--- src/rtl/move_sequencer_pkg.sv ---
// Shared solver definitions: FSM states, saturation bounds, index LFSR constants.
// Latency: none (types, constants and pure functions only).
// Backpressure: not applicable.
package move_sequencer_pkg;

  // Move sequencer control states, in the order a move walks through them.
  typedef enum logic [2:0] {
    ST_IDLE   = 3'd0,
    ST_LOAD   = 3'd1,
    ST_REDUCE = 3'd2,
    ST_COMMIT = 3'd3,
    ST_DONE   = 3'd4
  } state_t;

  // Default block geometry.
  localparam int DEF_COEF_W        = 8;
  localparam int DEF_VAR_IDX_W     = 2;
  localparam int DEF_VAR_W         = 4;
  localparam int DEF_CLAUSE_IDX_W  = 3;
  localparam int DEF_PROPOSE_LAT   = 3;

  // Proposals are compared as 32-bit signed integers before clamping.
  localparam int SAT_CMP_W = 32;

  // 16-bit maximal LFSR, x^16+x^14+x^13+x^11+1, right-shifting form:
  // feedback is the XOR of bits 0,2,3,5 and enters at bit 15.
  localparam logic [15:0] LFSR_SEED = 16'hACE1;
  localparam logic [15:0] LFSR_TAPS = 16'h002D;

  // Largest value representable in a signed field of the given width.
  function automatic int sat_max(input int width);
    return (1 << (width - 1)) - 1;
  endfunction

  // Smallest value representable in a signed field of the given width.
  function automatic int sat_min(input int width);
    return -(1 << (width - 1));
  endfunction

endpackage

--- src/rtl/move_sequencer_if.sv ---
// Bundles the move sequencer's control, memory, proposer and assignment signals.
// Latency: none (wiring only).
// Backpressure: none; the sequencer side reports progress through out_busy/out_done.
interface move_sequencer_if #(
  parameter int MAXIMUM_BIT_WIDTH_OF_COEFFICIENT    = 8,
  parameter int MAXIMUM_BIT_WIDTH_OF_VARIABLE_INDEX = 2,
  parameter int MAX_BIT_WIDTH_OF_INTEGER_VARIABLE   = 4,
  parameter int MAX_BIT_WIDTH_OF_CLAUSES_INDEX      = 3
) ();

  localparam int W = MAXIMUM_BIT_WIDTH_OF_COEFFICIENT;
  localparam int N = MAXIMUM_BIT_WIDTH_OF_VARIABLE_INDEX;
  localparam int V = MAX_BIT_WIDTH_OF_INTEGER_VARIABLE;
  localparam int C = MAX_BIT_WIDTH_OF_CLAUSES_INDEX;

  logic                        in_start;
  logic [C:0]                  in_num_clauses;
  logic                        in_load_assignment;
  logic [V*(2**N)-1:0]         in_initial_assignment;
  logic [C-1:0]                out_mem_addr;
  logic [(2**N+1)*W-1:0]       in_mem_data;
  logic [(2**N+1)*W-1:0]       out_clause_coefficients;
  logic [C-1:0]                out_clause_index;
  logic [N-1:0]                out_variable_index;
  logic [2**C-1:0]             out_reduce_enable;
  logic signed [W-1:0]         in_new_assignment;
  logic [V*(2**N)-1:0]         out_assignment;
  logic                        out_busy;
  logic                        out_done;

  // Sequencer side.
  modport slave (
    input  in_start, in_num_clauses, in_load_assignment, in_initial_assignment,
    input  in_mem_data, in_new_assignment,
    output out_mem_addr, out_clause_coefficients, out_clause_index,
    output out_variable_index, out_reduce_enable, out_assignment,
    output out_busy, out_done
  );

  // Controller / environment side.
  modport master (
    output in_start, in_num_clauses, in_load_assignment, in_initial_assignment,
    output in_mem_data, in_new_assignment,
    input  out_mem_addr, out_clause_coefficients, out_clause_index,
    input  out_variable_index, out_reduce_enable, out_assignment,
    input  out_busy, out_done
  );

endinterface

--- src/rtl/move_sequencer_variable_index_generator.sv ---
// Picks the variable left free for each move: LFSR low bits when MOVE_SEQUENCER_LFSR_EN is defined, else round-robin.
// Latency: o_index is valid combinationally from state; advances one cycle after i_step.
// Backpressure: none; steps exactly once per cycle that i_step is high.
module variable_index_generator
  import move_sequencer_pkg::*;
#(
  parameter int IDX_W = 2
) (
  input  logic             i_clk,
  input  logic             i_rst_n,
  input  logic             i_step,
  output logic [IDX_W-1:0] o_index
);

`ifdef MOVE_SEQUENCER_LFSR_EN
  logic [15:0] r_lfsr;
  logic        w_feedback;

  assign w_feedback = ^(r_lfsr & LFSR_TAPS);

  // Advance the LFSR once per accepted move; reset reloads the seed.
  always_ff @(posedge i_clk) begin
    if (!i_rst_n)
      r_lfsr <= LFSR_SEED;
    else if (i_step)
      r_lfsr <= {w_feedback, r_lfsr[15:1]};
  end

  assign o_index = r_lfsr[IDX_W-1:0];
`else
  logic [IDX_W-1:0] r_count;

  // Round-robin through every variable, wrapping naturally at 2**IDX_W.
  always_ff @(posedge i_clk) begin
    if (!i_rst_n)
      r_count <= '0;
    else if (i_step)
      r_count <= r_count + IDX_W'(1);
  end

  assign o_index = r_count;
`endif

endmodule

--- src/rtl/move_sequencer.sv ---
// One local-search move: stream clause memory to the proposer, reduce, then commit a saturated value (index source: MOVE_SEQUENCER_LFSR_EN).
// Latency: start accepted at edge k gives out_done in cycle k + 2**C + PROPOSE_LATENCY + 3.
// Backpressure: none; in_start/in_load_assignment are only honoured in IDLE, out_busy flags a move in flight.
module move_sequencer
  import move_sequencer_pkg::*;
#(
  parameter int MAXIMUM_BIT_WIDTH_OF_COEFFICIENT    = DEF_COEF_W,
  parameter int MAXIMUM_BIT_WIDTH_OF_VARIABLE_INDEX = DEF_VAR_IDX_W,
  parameter int MAX_BIT_WIDTH_OF_INTEGER_VARIABLE   = DEF_VAR_W,
  parameter int MAX_BIT_WIDTH_OF_CLAUSES_INDEX      = DEF_CLAUSE_IDX_W,
  parameter int PROPOSE_LATENCY                     = DEF_PROPOSE_LAT
) (
  input  logic            in_clk,
  input  logic            in_reset,
  move_sequencer_if.slave bus
);

  localparam int N           = MAXIMUM_BIT_WIDTH_OF_VARIABLE_INDEX;
  localparam int V           = MAX_BIT_WIDTH_OF_INTEGER_VARIABLE;
  localparam int C           = MAX_BIT_WIDTH_OF_CLAUSES_INDEX;
  localparam int NUM_VARS    = 2**N;
  localparam int NUM_CLAUSES = 2**C;
  // One counter times both LOAD (needs 0..2**C) and REDUCE (needs 0..14).
  localparam int CNT_W       = (C + 1 > 4) ? C + 1 : 4;

  localparam logic [CNT_W-1:0] LOAD_LAST   = CNT_W'(NUM_CLAUSES);
  localparam logic [CNT_W-1:0] ADDR_LAST   = CNT_W'(NUM_CLAUSES - 1);
  localparam logic [CNT_W-1:0] REDUCE_LAST = CNT_W'(PROPOSE_LATENCY - 1);
  localparam int               SAT_HI      = sat_max(V);
  localparam int               SAT_LO      = sat_min(V);

  state_t                  r_state;
  state_t                  w_next_state;
  logic [CNT_W-1:0]        r_phase_cnt;
  logic [C-1:0]            r_mem_addr;
  logic [C-1:0]            r_clause_index;
  logic [N-1:0]            r_var_idx;
  logic [N-1:0]            w_gen_idx;
  logic [V*NUM_VARS-1:0]   r_assignment;
  logic                    w_accept_start;
  logic                    w_load_vld;
  logic                    w_commit_wr;
  logic [NUM_CLAUSES-1:0]  w_clause_mask;
  logic signed [SAT_CMP_W-1:0] w_new_int;
  logic [V-1:0]            w_sat_value;

  assign w_accept_start = (r_state == ST_IDLE) && bus.in_start;
  // Memory data lags the address by one cycle, so the first LOAD cycle carries no word.
  assign w_load_vld     = (r_state == ST_LOAD) && (r_phase_cnt != '0);
  // With no active clauses the proposal is meaningless; skip the write.
  assign w_commit_wr    = (r_state == ST_COMMIT) && (bus.in_num_clauses != '0);

  variable_index_generator #(
    .IDX_W (N)
  ) u_index_gen (
    .i_clk   (in_clk),
    .i_rst_n (in_reset),
    .i_step  (w_accept_start),
    .o_index (w_gen_idx)
  );

  // State register.
  always_ff @(posedge in_clk) begin
    if (!in_reset)
      r_state <= ST_IDLE;
    else
      r_state <= w_next_state;
  end

  // Next-state selection; LOAD and REDUCE end on phase-counter terminal counts.
  always_comb begin
    w_next_state = r_state;
    case (r_state)
      ST_IDLE:   if (bus.in_start) w_next_state = ST_LOAD;
      ST_LOAD:   if (r_phase_cnt == LOAD_LAST) w_next_state = ST_REDUCE;
      ST_REDUCE: if (r_phase_cnt == REDUCE_LAST) w_next_state = ST_COMMIT;
      ST_COMMIT: w_next_state = ST_DONE;
      ST_DONE:   w_next_state = ST_IDLE;
      default:   w_next_state = ST_IDLE;
    endcase
  end

  // Phase counter restarts at 0 on every state change and counts cycles within the state.
  always_ff @(posedge in_clk) begin
    if (!in_reset)
      r_phase_cnt <= '0;
    else if (w_next_state != r_state)
      r_phase_cnt <= '0;
    else if (r_state != ST_IDLE)
      r_phase_cnt <= r_phase_cnt + CNT_W'(1);
  end

  // Clause memory address walks 0..2**C-1 during LOAD, then holds.
  always_ff @(posedge in_clk) begin
    if (!in_reset)
      r_mem_addr <= '0;
    else if (w_accept_start)
      r_mem_addr <= '0;
    else if ((r_state == ST_LOAD) && (r_phase_cnt < ADDR_LAST))
      r_mem_addr <= r_mem_addr + C'(1);
  end

  // Clause index trails the address by one cycle to line up with the returned word.
  always_ff @(posedge in_clk) begin
    if (!in_reset)
      r_clause_index <= '0;
    else if ((r_state == ST_LOAD) && (r_phase_cnt <= ADDR_LAST))
      r_clause_index <= r_mem_addr;
  end

  // Free variable is captured as the move leaves IDLE and held until the next move.
  always_ff @(posedge in_clk) begin
    if (!in_reset)
      r_var_idx <= '0;
    else if (w_accept_start)
      r_var_idx <= w_gen_idx;
  end

  // Clause i participates in the reduction only when it is below the active count.
  always_comb begin
    w_clause_mask = '0;
    for (int i = 0; i < NUM_CLAUSES; i++)
      w_clause_mask[i] = (i < int'(bus.in_num_clauses));
  end

  // Clamp the signed proposal into the signed V-bit variable range.
  always_comb begin
    w_new_int = SAT_CMP_W'(bus.in_new_assignment);
    if (w_new_int > SAT_HI)
      w_sat_value = V'(SAT_HI);
    else if (w_new_int < SAT_LO)
      w_sat_value = V'(SAT_LO);
    else
      w_sat_value = w_new_int[V-1:0];
  end

  // Assignment register: bulk load in IDLE, single-slot write in COMMIT.
  always_ff @(posedge in_clk) begin
    if (!in_reset)
      r_assignment <= '0;
    else if ((r_state == ST_IDLE) && bus.in_load_assignment)
      r_assignment <= bus.in_initial_assignment;
    else if (w_commit_wr)
      r_assignment[int'(r_var_idx) * V +: V] <= w_sat_value;
  end

  assign bus.out_mem_addr            = r_mem_addr;
  assign bus.out_clause_coefficients = w_load_vld ? bus.in_mem_data : '0;
  assign bus.out_clause_index        = r_clause_index;
  assign bus.out_variable_index      = r_var_idx;
  assign bus.out_reduce_enable       = (r_state == ST_REDUCE) ? w_clause_mask : '0;
  assign bus.out_assignment          = r_assignment;
  assign bus.out_busy                = (r_state != ST_IDLE);
  assign bus.out_done                = (r_state == ST_DONE);

endmodule

--- src/flat_wrapper.sv ---
// flat-port wrapper written by rule: the top's interface ports become plain ports
module move_sequencer_flat import move_sequencer_pkg::*;
#(
  parameter int MAXIMUM_BIT_WIDTH_OF_COEFFICIENT    = DEF_COEF_W,
  parameter int MAXIMUM_BIT_WIDTH_OF_VARIABLE_INDEX = DEF_VAR_IDX_W,
  parameter int MAX_BIT_WIDTH_OF_INTEGER_VARIABLE   = DEF_VAR_W,
  parameter int MAX_BIT_WIDTH_OF_CLAUSES_INDEX      = DEF_CLAUSE_IDX_W,
  parameter int PROPOSE_LATENCY                     = DEF_PROPOSE_LAT
)
  (in_clk, in_reset, bus_in_start, bus_in_num_clauses, bus_in_load_assignment, bus_in_initial_assignment, bus_in_mem_data, bus_in_new_assignment, bus_out_mem_addr, bus_out_clause_coefficients, bus_out_clause_index, bus_out_variable_index, bus_out_reduce_enable, bus_out_assignment, bus_out_busy, bus_out_done);
  move_sequencer_if #(.MAXIMUM_BIT_WIDTH_OF_COEFFICIENT(MAXIMUM_BIT_WIDTH_OF_COEFFICIENT), .MAXIMUM_BIT_WIDTH_OF_VARIABLE_INDEX(MAXIMUM_BIT_WIDTH_OF_VARIABLE_INDEX), .MAX_BIT_WIDTH_OF_INTEGER_VARIABLE(MAX_BIT_WIDTH_OF_INTEGER_VARIABLE), .MAX_BIT_WIDTH_OF_CLAUSES_INDEX(MAX_BIT_WIDTH_OF_CLAUSES_INDEX)) bus_i ();
  input  logic in_clk;
  input  logic in_reset;
  input wire logic [$bits(bus_i.in_start)-1:0] bus_in_start;
  input wire logic [$bits(bus_i.in_num_clauses)-1:0] bus_in_num_clauses;
  input wire logic [$bits(bus_i.in_load_assignment)-1:0] bus_in_load_assignment;
  input wire logic [$bits(bus_i.in_initial_assignment)-1:0] bus_in_initial_assignment;
  input wire logic [$bits(bus_i.in_mem_data)-1:0] bus_in_mem_data;
  input wire logic [$bits(bus_i.in_new_assignment)-1:0] bus_in_new_assignment;
  output wire logic [$bits(bus_i.out_mem_addr)-1:0] bus_out_mem_addr;
  output wire logic [$bits(bus_i.out_clause_coefficients)-1:0] bus_out_clause_coefficients;
  output wire logic [$bits(bus_i.out_clause_index)-1:0] bus_out_clause_index;
  output wire logic [$bits(bus_i.out_variable_index)-1:0] bus_out_variable_index;
  output wire logic [$bits(bus_i.out_reduce_enable)-1:0] bus_out_reduce_enable;
  output wire logic [$bits(bus_i.out_assignment)-1:0] bus_out_assignment;
  output wire logic [$bits(bus_i.out_busy)-1:0] bus_out_busy;
  output wire logic [$bits(bus_i.out_done)-1:0] bus_out_done;
  assign bus_i.in_start = bus_in_start;
  assign bus_i.in_num_clauses = bus_in_num_clauses;
  assign bus_i.in_load_assignment = bus_in_load_assignment;
  assign bus_i.in_initial_assignment = bus_in_initial_assignment;
  assign bus_i.in_mem_data = bus_in_mem_data;
  assign bus_i.in_new_assignment = bus_in_new_assignment;
  assign bus_out_mem_addr = bus_i.out_mem_addr;
  assign bus_out_clause_coefficients = bus_i.out_clause_coefficients;
  assign bus_out_clause_index = bus_i.out_clause_index;
  assign bus_out_variable_index = bus_i.out_variable_index;
  assign bus_out_reduce_enable = bus_i.out_reduce_enable;
  assign bus_out_assignment = bus_i.out_assignment;
  assign bus_out_busy = bus_i.out_busy;
  assign bus_out_done = bus_i.out_done;
  move_sequencer #(.MAXIMUM_BIT_WIDTH_OF_COEFFICIENT(MAXIMUM_BIT_WIDTH_OF_COEFFICIENT), .MAXIMUM_BIT_WIDTH_OF_VARIABLE_INDEX(MAXIMUM_BIT_WIDTH_OF_VARIABLE_INDEX), .MAX_BIT_WIDTH_OF_INTEGER_VARIABLE(MAX_BIT_WIDTH_OF_INTEGER_VARIABLE), .MAX_BIT_WIDTH_OF_CLAUSES_INDEX(MAX_BIT_WIDTH_OF_CLAUSES_INDEX), .PROPOSE_LATENCY(PROPOSE_LATENCY)) u_core (.in_clk(in_clk), .in_reset(in_reset), .bus(bus_i));
endmodule
--- config.mk ---
export PLATFORM = sky130hd
export DESIGN_NAME = move_sequencer_flat
export DESIGN_NICKNAME = d
export VERILOG_FILES = /design/src/rtl/move_sequencer_pkg.sv /design/src/rtl/move_sequencer_if.sv /design/src/rtl/move_sequencer_variable_index_generator.sv /design/src/rtl/move_sequencer.sv /design/src/flat_wrapper.sv
export SDC_FILE = /design/constraint.sdc
export NUM_CORES = 1
export LEC_CHECK = 0
export CORE_UTILIZATION = 35
export CTS_CLUSTER_DIAMETER = 80
export CTS_CLUSTER_SIZE = 16
export DETAILED_ROUTE_END_ITERATION = 16
export MAX_ROUTING_LAYER = met4
export PLACE_DENSITY = 0.81
export SLEW_MARGIN = 20
export SYNTH_ARGS = -nofsm -noshare
export SYNTH_HDL_FRONTEND = slang
export SYNTH_SLANG_ARGS = --single-unit
export TNS_END_PERCENT = 100
--- constraint.sdc ---
create_clock -name in_clk -period 2.07 [get_ports in_clk]
set_clock_uncertainty 0.15 [all_clocks]
set_input_delay 0.414 -clock in_clk [delete_from_list [all_inputs] [get_ports in_clk]]
set_output_delay 0.414 -clock in_clk [all_outputs]
set_load 0.01 [all_outputs]
== After elaboration in Yosys (flattened, before gate mapping) ==
Index checks and enable logic that the tools add are counted.

* Flip-flop bits (word level): 33
* Word-level logic and storage cells: 57

* $add $sub $neg: 4
* $lt $le $gt $ge: 12
* Equality and inequality tests: 7
* Shift operators: 2
* Muxes and demuxes: 11
* Bitwise operators: 1
* Reductions and logical operators: 13

{| class="wikitable"
|+ Operator list
! cell !! count
|-
| 2-to-1 mux 40 bit || 1
|-
| negator 4 -> 33 bit || 1
|-
| variable shift 4 x 33 -> 16 bit (first input constant) || 1
|-
| indexed part select 4 x 33 -> 16 bit || 1
|-
| 2-to-1 mux 16 bit || 2
|-
| bitwise mux 16 bit || 1
|-
| less-than comparator 3 x 4 -> 1 bit (first input constant) || 4
|-
| one-hot mux 3 bit (4 select lines) || 1
|-
| 2-to-1 mux 3 bit || 3
|-
| > comparator 8 x 4 -> 1 bit (second input constant) || 1
|-
| less-than comparator 1 x 4 -> 1 bit (first input constant) || 2
|-
| less-than comparator 2 x 4 -> 1 bit (first input constant) || 2
|-
| less-than comparator 8 x 4 -> 1 bit (second input constant) || 1
|-
| 2-to-1 mux 4 bit || 2
|-
| 2-to-1 mux 8 bit || 1
|-
| nonzero test 4 bit || 2
|-
| == test 3 x 2 -> 1 bit (second input constant) || 2
|-
| logical AND 1 bit || 6
|-
| adder 4 x 1 -> 4 bit (second input constant) || 1
|-
| == test 4 x 2 -> 1 bit (second input constant) || 1
|-
| == test 4 bit (second input constant) || 1
|-
| less-or-equal comparator 4 x 3 -> 1 bit (second input constant) || 1
|-
| less-than comparator 4 x 3 -> 1 bit (second input constant) || 1
|-
| OR reduction 2 bit || 2
|-
| other kinds (9) || 9
|}

== Logic depth before layout (Yosys ltp) ==
* Depth after elaboration: 7
* Mapped depth: 6

== Modules after synthesis ==
A second synthesis with hierarchy kept.

* Cell total of the unflattened synthesis: 246
* Area total of the unflattened synthesis: 2084.5 µm²

{| class="wikitable"
|+ By module, submodules not included
! module !! times used !! cells each !! area an instance (µm²) !! seq. area each (µm²)
|-
| move_sequencer || 1 || 238 || 2005.7 || 620.6
|-
| variable_index_generator || 1 || 8 || 78.8 || 40.0
|}

== Least setup slack after synthesis ==
OpenSTA, ideal clock, no wires.

* Kind: register -> output
* Start point: register u_core.r_state[2]
* End point: output port bus_out_clause_coefficients[0]
* Data arrival time: 1360 ps
* Setup slack: 146 ps
* Cell stages (with the launch flop): 6
* Buffers on the path: 2
* Path through: dfxtp_1 buf_2 or3b_1 a21oi_1 buf_2 and2_1

* Cells in the longest elaborated chain, start to end: 3

{| class="wikitable"
|+ Ends and longest elaborated chain
! what !! RTL line !! source
|-
| start: declaration || move_sequencer.sv:32 || <nowiki>state_t r_state;</nowiki>
|-
| start signal: assignment || move_sequencer.sv:67 || <nowiki>r_state <= w_next_state;</nowiki>
|-
| == test 3 x 1 -> 1 bit || move_sequencer.sv:49 || <nowiki>assign w_load_vld = (r_state == ST_LOAD) && (r_phase_cnt != '0);</nowiki>
|-
| logical AND 1 bit || move_sequencer.sv:49 ||
|-
| 2-to-1 mux 40 bit || move_sequencer.sv:148 || <nowiki>assign bus.out_clause_coefficients = w_load_vld ? bus.in_mem_data : '0;</nowiki>
|-
| end: declaration || flat_wrapper.sv:21 || <nowiki>output wire logic [$bits(bus_i.out_clause_coefficients)-1:0] bus_out_clause_coefficients;</nowiki>
|}

No other way between the ends.

== Final worst setup path ==
* Start point: register u_core.r_state[1]
* End point: output port bus_out_clause_coefficients[0]

Same word-level chain as after synthesis.

==> metrics.txt <==
outcome complete, but fails checks; failing checks negative setup slack; count leader, synth and2_1; CP Launch Type flop; Cells after Synth about 250; Post-Syn Area 2080 um^2; Initial Util between 30% and 40%; number of remaining DRC errors 0; met3 wire length around 360 um; die width between 70 and 80 um; Worst Hold Class flop to flop; area grow syn2layout 94.2%; post-synthesis sequential area ratio 31.8%; initial DRC count 130; Slew headroom between 50 and 60%; max_cap viols 0; Num CTS Buffers 5; First-pass DRT Iterations 4; ys async rst share 0%; post-synth top area cell dfxtp_1; Synth Register Bits 33; Post-synth top flop dfxtp_1; worst-case clock buffer depth 2; synth warn 0; RSZ-0062 raised after global routing true; Crit Path Category flop to output port; number of synthesized flops with an enable pin 0; Leak 1.73 nW; Top Metal Used met4; I/O pins roughly 150; number of global-route vias before repair ~2400; gpl congestion between 0.8 and 0.9; final setup vio count 40; Cells after DPL 477; syn nets between 300 and 400; power per cell area 420 nW/um^2; FP Rows 27; diodes inserted 0; filler-free cell count of the finished design between 400 and 500; core area ~5600 um^2; dpl hpwl 5830 um; Setup WS pre-CTS -0.501 ns; storage element area 664 um^2; worst ir drop on vdd between 0.4 and 0.5 mV; Crit path required time 1.51 ns; Tmin final ~2.3 ns; Root Buffer clkbuf_8; Die Y between 70 and 80 um; Final Hold Fails 0; max frequency between 0.4 and 0.5 GHz; CTS Sinks 33; Design Power 1.69 mW; Clock Latency Late Sink between 0.2 and 0.3 ns; GRT overflow 0; Area contributors post-synth dfxtp_1 (32%), and2_1 (13%), ha_1 (4.8%); CP arrival 1.73 ns; Post-Route WL 7810 um; Syn Area/Cell 8.44 um^2; Global Route Usage Sum between 20% and 30%; per-cell routed wire length 15.8 um; Worst-Margin Slew between 0.7 and 0.8 ns; met2 wire length just under 4000 um; unique cell type count in the Yosys netlist 43; Final period util 111%; pin count of the biggest net entering global routing 23; first-pass GRT wire length between 10000 and 15000 um; # H-tree levels 2; I/O Buffers 145; crit-path max FO 10; Met1 Wirelength between 3000 and 4000 um; initial antenna violation count 0; Clock transition at path regs roughly 0.070 ns; die area roughly 6200 um^2; vias post-DR around 2500; share of cells above drive strength 1 between 30% and 40%; Final Net Count between 500 and 600; max-slew violations 0; post-route ant nets 0; CTS tree done; worst setup slack after layout -0.221 ns; top cell type's share of synthesized area 31.8%; CP Capture Type output port; Vias/cell 5.02; multi-input logic area ~1400 um^2; Post-CTS Hold Fix Bufs 0; # fillers 450; most frequent cells after synthesis and2_1 (43), dfxtp_1 (33), nand2_1 (22)
-- path summary, 6_finish.rpt --
kind	slack, ns	startpoint	cells after the start	end
setup / recovery	-0.22	u_core.r_state[1]	6	bus_out_clause_coefficients[0]
hold / removal	0.34	u_core.u_index_gen.o_index[1]	2	u_core.bus.out_variable_index[1]
setup reg to reg	0.20	u_core.bus.out_variable_index[0]	6	u_core.bus.out_assignment[12]
hold reg to reg	0.34	u_core.u_index_gen.o_index[1]	2	u_core.bus.out_variable_index[1]
-- cell type report --
| cell class | instances | share of cell area (%) |
|---|---|---|
| Clock buffer | 6 | 2.05 |
| Tap cell | 72 | 2.23 |
| Sequential cell | 33 | 16.5 |
| Multi-Input combinational cell | 193 | 35.2 |
| Timing Repair Buffer | 181 | 43.1 |
| Clock inverter | 2 | 0.341 |
| Inverter | 7 | 0.652 |
-- critical path, stage by stage (launching register included) --
cell and delay (ns):
dfxtp_2 0.33, or3b_4 0.41, a21oi_4 0.16, buf_6 0.15
buf_16 0.12, and2_1 0.14, buf_2 0.13
-- stage by stage --
stage | TNS [ns] | util (%) | hold WS, ns | cell area, um^2
finish | -7.64 | 71.9 | 0.343 | 4030
global route | -9.55 | 71.9 | 0.361 | 4030
CTS | -8.27 | 70.6 | 0.344 | 3960
detailed placement | -15.73 | 67.2 | 0.326 | 3770
global placement | -14.61 | 67.2 | 0.318 | 3770
floorplan | 0 | - | 0.305 | 2080
-- state kept, by name (all words and copies together) (netlist names) --
name / flops
u_core.u_index_gen.o_index: 2
u_core.bus.out_variable_index: 2
u_core.bus.out_clause_index: 3
u_core.r_state: 3
u_core.bus.out_assignment: 16
u_core.r_phase_cnt: 4
u_core.bus.out_mem_addr: 3
-- power breakdown --
part           internal (mW)  switching (mW)
Clock                  0.269           0.248
Sequential             0.667          0.0185
Combinational          0.292           0.198
-- timing repair --
| item | 4_1_cts | 5_1_grt |
|---|---|---|
| buffers inserted | 9 | 0 |
| pin swaps | 14 | 10 |
| resized for setup | 221 | 32 |
| cloned | 4 | 1 |
| hold endpoints to repair | 0 | 0 |
| endpoints found under the setup margin | 50 | 49 |
-- layout by cell type, fill, tap and decap left out, types with 3 or more instances in the layout --
| master | count |
|---|---|
| clkdlybuf4s50_1 | 91 |
| dfxtp_1 | 30 |
| buf_6 | 26 |
| buf_4 | 24 |
| and2_4 | 23 |
| nand2_1 | 22 |
| buf_2 | 22 |
| and2_1 | 21 |
| nor2_1 | 18 |
| a21oi_1 | 11 |
| dlygate4sd2_1 | 11 |
| a22oi_1 | 9 |
| o2bb2ai_1 | 9 |
| ha_1 | 8 |
| nand4_1 | 7 |
| inv_1 | 6 |
| xor2_1 | 6 |
| nand3_1 | 6 |
| clkbuf_8 | 6 |
| nor3_1 | 3 |
| mux2i_1 | 3 |
| nor2b_1 | 3 |
| a31oi_1 | 3 |
| a221oi_1 | 3 |
| a32oi_1 | 3 |
| and3_1 | 3 |
| o21ai_1 | 3 |
| a22o_1 | 3 |
| dfxtp_2 | 3 |
-- cells by family after synthesis --
logic type / count (synthesis) / share of synthesized area [%]
adders and majority gates: 8 / 4.82
and+or+nand+nor: 124 / 35.1
buffers and inverters: 20 / 5.24
xor gates and xnor gates: 7 / 2.95
AOI/OAI and AO/OA: 51 / 18.6
muxes: 3 / 1.45
DFF: 33 / 31.8
-- layer usage --
layer  vias to the layer above  global-route usage [%]
met1                      1179                    33.5
li1                       1222                       -
met4                         0                    7.27
met3                         9                    4.37
met5                         -                       -
met2                        69                    39.7
Note: power is estimated with default switching activity, not from simulation.
